$ cat config.mk
export PLATFORM = sky130hd
export DESIGN_NAME = spi_periph_bridge
export DESIGN_NICKNAME = d
export VERILOG_FILES = /design/src/rtl/spi_bridge_pkg.sv /design/src/rtl/spi_bridge_timeout.sv /design/src/rtl/spi_periph_bridge.sv
export SDC_FILE = /design/constraint.sdc
export NUM_CORES = 1
export LEC_CHECK = 0
export CORE_MARGIN = 10
export CORE_UTILIZATION = 44
export DETAILED_ROUTE_END_ITERATION = 12
export GPL_ROUTABILITY_DRIVEN = 0
export PLACE_DENSITY = 0.89
export RECOVER_POWER = 100
export SLEW_MARGIN = 25
export SYNTH_ARGS = -nofsm -noshare
export SYNTH_HDL_FRONTEND = slang
export SYNTH_SLANG_ARGS = --single-unit
$ cat constraint.sdc
create_clock -name clk -period 3.32 [get_ports clk]
set_input_delay 0.664 -clock clk [delete_from_list [all_inputs] [get_ports clk]]
set_output_delay 0.664 -clock clk [all_outputs]
set_load 0.005 [all_outputs]
$ cat src/rtl/spi_bridge_pkg.sv
// Shared types and constants for the SPI-to-TinyQV peripheral bridge: FSM states,
// transaction width encodings, the read-data width mask and the timeout fill word.
package spi_bridge_pkg;

  typedef enum logic [2:0] {
    ST_IDLE,
    ST_WRITE,
    ST_READ,
    ST_RESP,
    ST_RELEASE
  } state_t;

  localparam logic [1:0] W_BYTE = 2'b00;
  localparam logic [1:0] W_HALF = 2'b01;
  localparam logic [1:0] W_WORD = 2'b10;
  localparam logic [1:0] W_NONE = 2'b11;

  localparam logic [31:0] DEADBEEF = 32'hDEADBEEF;

  // Bits of a 32-bit bus word that are meaningful for a given transaction width.
  function automatic logic [31:0] width_mask(input logic [1:0] w);
    case (w)
      W_BYTE:  return 32'h0000_00FF;
      W_HALF:  return 32'h0000_FFFF;
      W_WORD:  return 32'hFFFF_FFFF;
      default: return 32'h0000_0000;
    endcase
  endfunction

endpackage

$ cat src/rtl/spi_bridge_timeout.sv
// Read-wait watchdog for the bridge: counts enabled cycles spent in READ and flags
// the cycle in which the wait reaches TIMEOUT_CYCLES. Only built with SPI_BRIDGE_TIMEOUT_EN.
module spi_bridge_timeout #(
  parameter int TIMEOUT_CYCLES = 255
) (
  input  logic clk,
  input  logic rstb,
  input  logic ena,
  input  logic count_en,
  output logic expired
);

  logic [7:0] cnt_q;
  logic [7:0] cnt_d;

  // The count sits at zero outside READ, so every READ entry starts from a clean count.
  always_comb begin
    cnt_d = count_en ? cnt_q + 8'd1 : 8'd0;
  end

  always_ff @(posedge clk) begin
    if (!rstb) begin
      cnt_q <= 8'd0;
    end else if (ena) begin
      cnt_q <= cnt_d;
    end
  end

  assign expired = count_en && (cnt_d == 8'(TIMEOUT_CYCLES));

endmodule

$ cat src/rtl/spi_periph_bridge.sv
// Turns SPI front-end register strobes into one TinyQV peripheral bus access per frame.
// Optional read timeout with sticky bus_err is enabled by defining SPI_BRIDGE_TIMEOUT_EN.
module spi_periph_bridge
  import spi_bridge_pkg::*;
#(
  parameter int ADDR_W = 6,
  parameter int REG_W  = 32
`ifdef SPI_BRIDGE_TIMEOUT_EN
  , parameter int TIMEOUT_CYCLES = 255
`endif
) (
  input  logic              clk,
  input  logic              rstb,
  input  logic              ena,
  input  logic [ADDR_W-1:0] reg_addr,
  input  logic              reg_rw,
  input  logic [1:0]        txn_width,
  input  logic              reg_addr_v,
  input  logic [REG_W-1:0]  reg_data_o,
  input  logic              reg_data_o_dv,
  output logic [REG_W-1:0]  reg_data_i,
  output logic              reg_data_i_dv,
  output logic [ADDR_W-1:0] address,
  output logic [REG_W-1:0]  data_in,
  output logic [1:0]        data_write_n,
  output logic [1:0]        data_read_n,
  input  logic [REG_W-1:0]  data_out,
  input  logic              data_ready,
  output logic              bus_err
);

  state_t            state_q, state_d;
  logic [ADDR_W-1:0] addr_q, addr_d;
  logic [REG_W-1:0]  wdata_q, wdata_d;
  logic [REG_W-1:0]  rdata_q, rdata_d;
  logic [1:0]        width_q, width_d;
  logic              timeout_hit;

`ifdef SPI_BRIDGE_TIMEOUT_EN
  logic berr_q, berr_d;

  spi_bridge_timeout #(
    .TIMEOUT_CYCLES(TIMEOUT_CYCLES)
  ) u_timeout (
    .clk      (clk),
    .rstb     (rstb),
    .ena      (ena),
    .count_en (state_q == ST_READ),
    .expired  (timeout_hit)
  );

  always_ff @(posedge clk) begin
    if (!rstb) begin
      berr_q <= 1'b0;
    end else if (ena) begin
      berr_q <= berr_d;
    end
  end

  assign bus_err = berr_q;
`else
  assign timeout_hit = 1'b0;
  assign bus_err     = 1'b0;
`endif

  always_ff @(posedge clk) begin
    if (!rstb) begin
      state_q <= ST_IDLE;
      addr_q  <= '0;
      wdata_q <= '0;
      rdata_q <= '0;
      width_q <= W_NONE;
    end else if (ena) begin
      state_q <= state_d;
      addr_q  <= addr_d;
      wdata_q <= wdata_d;
      rdata_q <= rdata_d;
      width_q <= width_d;
    end
  end

  // A write request takes priority; a width-NONE write is dropped while a width-NONE
  // read is answered immediately with zero so the front end is never left waiting.
  always_comb begin
    state_d = state_q;
    addr_d  = addr_q;
    wdata_d = wdata_q;
    rdata_d = rdata_q;
    width_d = width_q;
`ifdef SPI_BRIDGE_TIMEOUT_EN
    berr_d  = berr_q;
`endif
    case (state_q)
      ST_IDLE: begin
        if (reg_data_o_dv && reg_rw) begin
          if (txn_width != W_NONE) begin
            addr_d  = reg_addr;
            wdata_d = reg_data_o;
            width_d = txn_width;
            state_d = ST_WRITE;
          end
        end else if (reg_addr_v && !reg_rw) begin
          addr_d  = reg_addr;
          width_d = txn_width;
          if (txn_width == W_NONE) begin
            rdata_d = '0;
            state_d = ST_RESP;
          end else begin
            state_d = ST_READ;
          end
        end
      end
      ST_WRITE: state_d = ST_IDLE;
      ST_READ: begin
        if (data_ready) begin
          rdata_d = data_out & width_mask(width_q);
          state_d = ST_RESP;
        end else if (timeout_hit) begin
          rdata_d = DEADBEEF;
`ifdef SPI_BRIDGE_TIMEOUT_EN
          berr_d  = 1'b1;
`endif
          state_d = ST_RESP;
        end
      end
      ST_RESP: state_d = ST_RELEASE;
      // Holding here until the frame ends keeps one bus read per SPI frame.
      ST_RELEASE: begin
        if (!reg_addr_v) begin
          state_d = ST_IDLE;
        end
      end
      default: state_d = ST_IDLE;
    endcase
  end

  always_comb begin
    data_write_n  = W_NONE;
    data_read_n   = W_NONE;
    reg_data_i_dv = 1'b0;
    case (state_q)
      ST_WRITE: data_write_n  = width_q;
      ST_READ:  data_read_n   = width_q;
      ST_RESP:  reg_data_i_dv = 1'b1;
      default: ;
    endcase
  end

  assign address    = addr_q;
  assign data_in    = wdata_q;
  assign reg_data_i = rdata_q;

endmodule
==> metrics.yaml, run 1 <==
status: "finished, final reports clean"
post_cts_buffers: 0
worstHoldPathCells: 2
clk_pin_slew_ps: 70
required_ps: 3570
startpoint_type: "input pin"
yosys.area.top_type: "dfxtp_1"
r2r-end: "reg_data_i[24]"
ant_nets: 0
clock-sinks: 75
synth_seq_cells: 75
grt_pass1_vias: 3064
yosys.cell_types.count: 39
cts_tree: "done"
seq_area_frac_synth_pct: 46.7
grt_antenna_before_repair: 0
antenna_cells: 0
vias_per_cell: 5.07
reg2reg_slack_ps: 1190
port_buffers: 153
maxCapViolCount: 0
seq_area_mm2: 0.00150
pwr_density_cell_mw_per_mm2: 403
cts-root-buf: "clkbuf_8"
cts_buffers: 9
core_mm2: 0.00718
fin_ws_ps: 622
cts_hold_buf: 0
htree_levels: 3
rsz0062_at_grt: "false"
r2r_start: "state_q[1]"
netlist_instances: 334
hpwl_um: 7310
grt_pass1_wl_um: 15500
synth.area.mux_share_pct: 2.49
syn_area_mm2: 0.00321
clk_latency_ps: 340
place_ws_ps: 743
ys_top_cells_by_area: "dfxtp_1 (47%), a21boi_2 (11%), nand2_1 (9.3%)"
endpoint_kind: "flip-flop"
grt_max_degree: 84
synth_compound_area_share_pct: 22.0
holdPathEnd: "address[0]"
die_x_um: 105
yosys.area_share.simple_pct: 22.5
layout_common_cells: "nand2_1 (80), clkdlybuf4s50_1 (76), dlygate4sd3_1 (76)"
setup_violations: 0
crit_fanout: 32
synth_top_family_by_area: "simple AND/OR/NAND/NOR gates"
fill_cells: 626
critical_path_class: "in2reg"
tns_ps: 0
routedWlPerCell_um: 17.0
ir_drop_mv: 0.288
clk_path_buf_depth: 2
fin_crit_sh_pct: 81.3
final_nets: 557
die_h_um: 105
drtPass1Iterations: 5
synth_top_area_share_pct: 46.7
overflow: 0
synth_fa_ha_area_share_pct: 0.779
multi_input_comb_area_mm2: 0.00143
finalCriticalPeriod_ps: 2700
fin_skew_ps: 7.82
worstMarginPinSlew_ps: 1140
synth_xor_area_share_pct: 0
hold_path_startpoint: "address[0]"
drive_gt1_share_pct: 12.9
avgSynthCellArea_um2: 9.62
area_growth_pct: 51.0
ys_warn_count: 0
arrival_ps: 2950
total_power_mw: 1.95
reg2reg_depth: 5
timing.max_slew.rel_slack_pct: 24.1
wl_um: 9840
vias: 2935
drv_slew: 0
hold_class: "reg2reg"
postCtsResizedCells: 0
leakagePower_nw: 2.11
ios: 155
track_usage_pct: 17.0
fmaxAchievable_mhz: 371
die_area_mm2: 0.0111
core.rowCount: 31
drc: 0
start_util_pct: 44.8
final_common_cell: "nand2_1"
hold_viol_final: 0
drtIter0Drc: 98
synth_nets: 415
-- cells by family (layout without fill, tap and decap cells) --
| logic type | after synthesis | count (layout) |
|---|---|---|
| other | 1 | 1 |
| DFF | 75 | 75 |
| AOI/OAI and AO/OA | 74 | 74 |
| buffers and inverters | 30 | 176 |
| muxes | 8 | 8 |
| and+or+nand+nor | 144 | 144 |
| adders and majority gates | 2 | 2 |
-- registers in the layout (all words and copies together), names as in the netlist --
signal and flops:
address 6, reg_data_i 32, width_q 2, data_in 32, state_q 3
-- critical path, cell delays in order --
cell           delay [ps]
dlygate4sd3_1         720
nor4b_1               470
and3b_1               230
clkbuf_2              500
nand2_1               140
a21boi_0              200
-- per-layer routing --
metal  up-vias  GRT usage (%)  share of wire [%]  wire length, um
met5         -              0                  0                0
met1      1372           19.0                 41             4010
met2       120           26.4                 45             4440
li1       1435              -                  -                -
met4         0           4.51               0.98               96
met3         8           10.7                 13             1300
-- cells in the mapped netlist, drive strengths merged --
cell,number
ha,2
and4b,1
dfxtp,75
nand3b,3
inv,2
and3b,1
conb,1
nor2b,9
nand4,1
a221oi,1
o21a,1
nand2,80
a21oi,2
nor2,8
a211oi,1
o21ai,2
nand3,5
nand2b,2
a31oi,1
a21boi,32
o2111ai,1
nor4b,1
and2,1
mux2i,8
and3,32
buf,12
a22oi,1
clkbuf,16
a31o,32
-- metrics by stage --
stage / utilization (%) / instance area, um^2 / cells / hold WS [ps]
floorplan: - / 3210 / 334 / 451
global placement: 66.1 / 4740 / 564 / 445
detailed placement: 66.1 / 4740 / 564 / 455
CTS: 69.3 / 4970 / 579 / 465
global route: 67.6 / 4850 / 579 / 474
finish: 67.6 / 4850 / 579 / 457
-- how the worst max path moves through the flow --
| stage | start | to | slack [ps] |
|---|---|---|---|
| 2_1_floorplan | reg_rw | reg_data_i[0] | 1590 |
| 3_3_place_gp | reg_rw | reg_data_i[25] | 920 |
| 3_5_place_dp | ena | data_in[31] | 740 |
| 4_1_cts | state_q[1] | reg_data_i_dv | 750 |
| 5_1_grt | ena | data_in[31] | 430 |
| 6_report | ena | data_in[31] | 620 |
-- report_power, final --
part	leakage (nW)	internal (mW)	switching, mW
sequential	0.606	0.917	0.0124
clock	0.119	0.491	0.319
combinational	1.38	0.130	0.0821
-- area by class of cell --
cell class	count	share of cell area, %
Timing Repair Buffer	159	32.2
Clock buffer	9	2.55
Inverter	2	0.155
Sequential cell	75	31.0
Multi-Input combinational cell	229	29.4
Tap cell	99	2.55
Clock inverter	6	2.17
No activity file was read; power rests on OpenSTA's default activity.
==> run 2, diff against run 1 <==
Settings changed: CORE_UTILIZATION 44 to 37, PLACE_DENSITY 0.89 to 0.8.
Clock period 3.32 ns to 2.45 ns, I/O delays scaled along.
==> run 2 against run 1 <==
Net effect:
- cell count rose by 2.4%
- non-clock buffer count rose by 8
- register-to-register slack got worse by 690 ps
- design area rose by 1.5%
- combinational power rose by 41%
- via count fell by 1.2%
- critical endpoint is now reg_data_i_dv
- flip-flop and latch count did not move
==> metrics.yaml, run 2 (synthesis results as in run 1) <==
drv_slew: 0
clk_latency_ps: 340
fin_skew_ps: 10.1
fin_crit_sh_pct: 91.6
port_buffers: 153
ios: 155
final_util_pct: 59.0
crit_path_cell_trace: "nor2b_1 > and2_0 > clkdlybuf4s50_1"
setup_violations: 0
die_area_mm2: 0.0128
die_h_um: 113
ant_nets: 0
grt_max_degree: 84
clk_path_buf_depth: 2
die_x_um: 113
rsz0062_at_grt: "false"
timing.max_slew.rel_slack_pct: 52.2
clk_pin_slew_ps: 70
final_common_cell: "nand2_1"
clock-sinks: 75
hold_class: "reg2reg"
drc: 0
grt_pass1_vias: 3040
routedWlPerCell_um: 16.4
leakagePower_nw: 2.14
arrival_ps: 1750
ir_drop_mv: 0.400
final_cells: 593
pwr_density_cell_mw_per_mm2: 527
required_ps: 1960
tns_ps: 0
grt_antenna_before_repair: 0
overflow: 0
drive_gt1_share_pct: 15.0
fmaxAchievable_mhz: 446
worstMarginPinSlew_ps: 716
cp_slowest_cell: "clkdlybuf4s50_1"
htree_levels: 3
critPathBufInv: 1
startpoint_type: "flip-flop"
antenna_cells: 0
core_mm2: 0.00834
layout_common_cells: "nand2_1 (80), clkdlybuf4s50_1 (77), dlygate4sd3_1 (75)"
cts_buffers: 9
area_growth_pct: 53.2
core.rowCount: 33
drtPass1Iterations: 4
grt_pass1_wl_um: 15500
slowest_delay_ps: 540
hold_viol_final: 0
vias_per_cell: 4.89
cts_tree: "done"
cts_hold_buf: 0
track_usage_pct: 14.7
status: "finished, final reports clean"
start_util_pct: 38.5
path_delay_family: "buffers and inverters"
critical_path_class: "reg2out"
drtIter0Drc: 68
hpwl_um: 7240
endpoint_kind: "output pin"
fill_cells: 785
final_nets: 565
dp_cells: 578
crit_fanout: 12
vias: 2900
wl_um: 9730
finalCriticalPeriod_ps: 2240
maxCapViolCount: 0
cts-root-buf: "clkbuf_8"
## run 2: path summary, 6_finish.rpt
path | start | to | slack (ps) | cells after the start
setup / recovery | state_q[1] | reg_data_i_dv | 210 | 3
hold / removal | address[1] | address[1] | 450 | 2
hold reg to reg | address[1] | address[1] | 450 | 2
setup reg to reg | state_q[2] | data_in[1] | 500 | 5
## run 2: cell type report
class | instances | area (um^2) | share of cell area, %
Sequential cell | 75 | 1500 | 30.5
Timing Repair Buffer | 167 | 1620 | 32.9
Tap cell | 105 | 131 | 2.67
Inverter | 2 | 7.51 | 0.153
Clock buffer | 10 | 138 | 2.80
Clock inverter | 5 | 77.6 | 1.58
Multi-Input combinational cell | 229 | 1450 | 29.4
## run 2: power by group
group          leakage [nW]  internal [mW]  switching (mW)
registers             0.607           1.24          0.0161
clock network         0.108          0.592           0.444
logic                  1.42          0.185           0.114
## run 2: worst min-delay path: cells and delay by family, from the launching register on
family,cells,cell delay [ps]
multiplexers,1,50
flip-flops,1,310
AND/OR/NAND/NOR,1,50
## run 2: per-layer routing
layer	part of all wire, %	vias to the layer above	GRT usage [%]
met5	0	-	0
met4	1.4	0	5.25
met3	13	12	8.82
met2	46	121	24.5
met1	40	1315	15.0
li1	-	1452	-
## run 2: through the flow
stage	power (mW)	area, um^2	worst slack [ps]	hold slack (ps)
after floorplan	1.41	3210	892	451
after global placement	1.61	4820	-83.3	442
after detailed placement	1.62	4830	237	452
after CTS	2.67	5040	43.7	459
after global routing	2.72	4920	42.7	485
final	2.59	4920	205	453
## run 2: timing repair
action                     in CTS  in global routing
resized for setup               0                  1
setup endpoints to repair       0                  1
setup buffers                   0                  0
==> run 3, diff against run 2 <==
Settings changed: CAP_MARGIN set to 10.
==> results of run 3 <==
Final layout, timing and power as in run 2 (identical DEF).
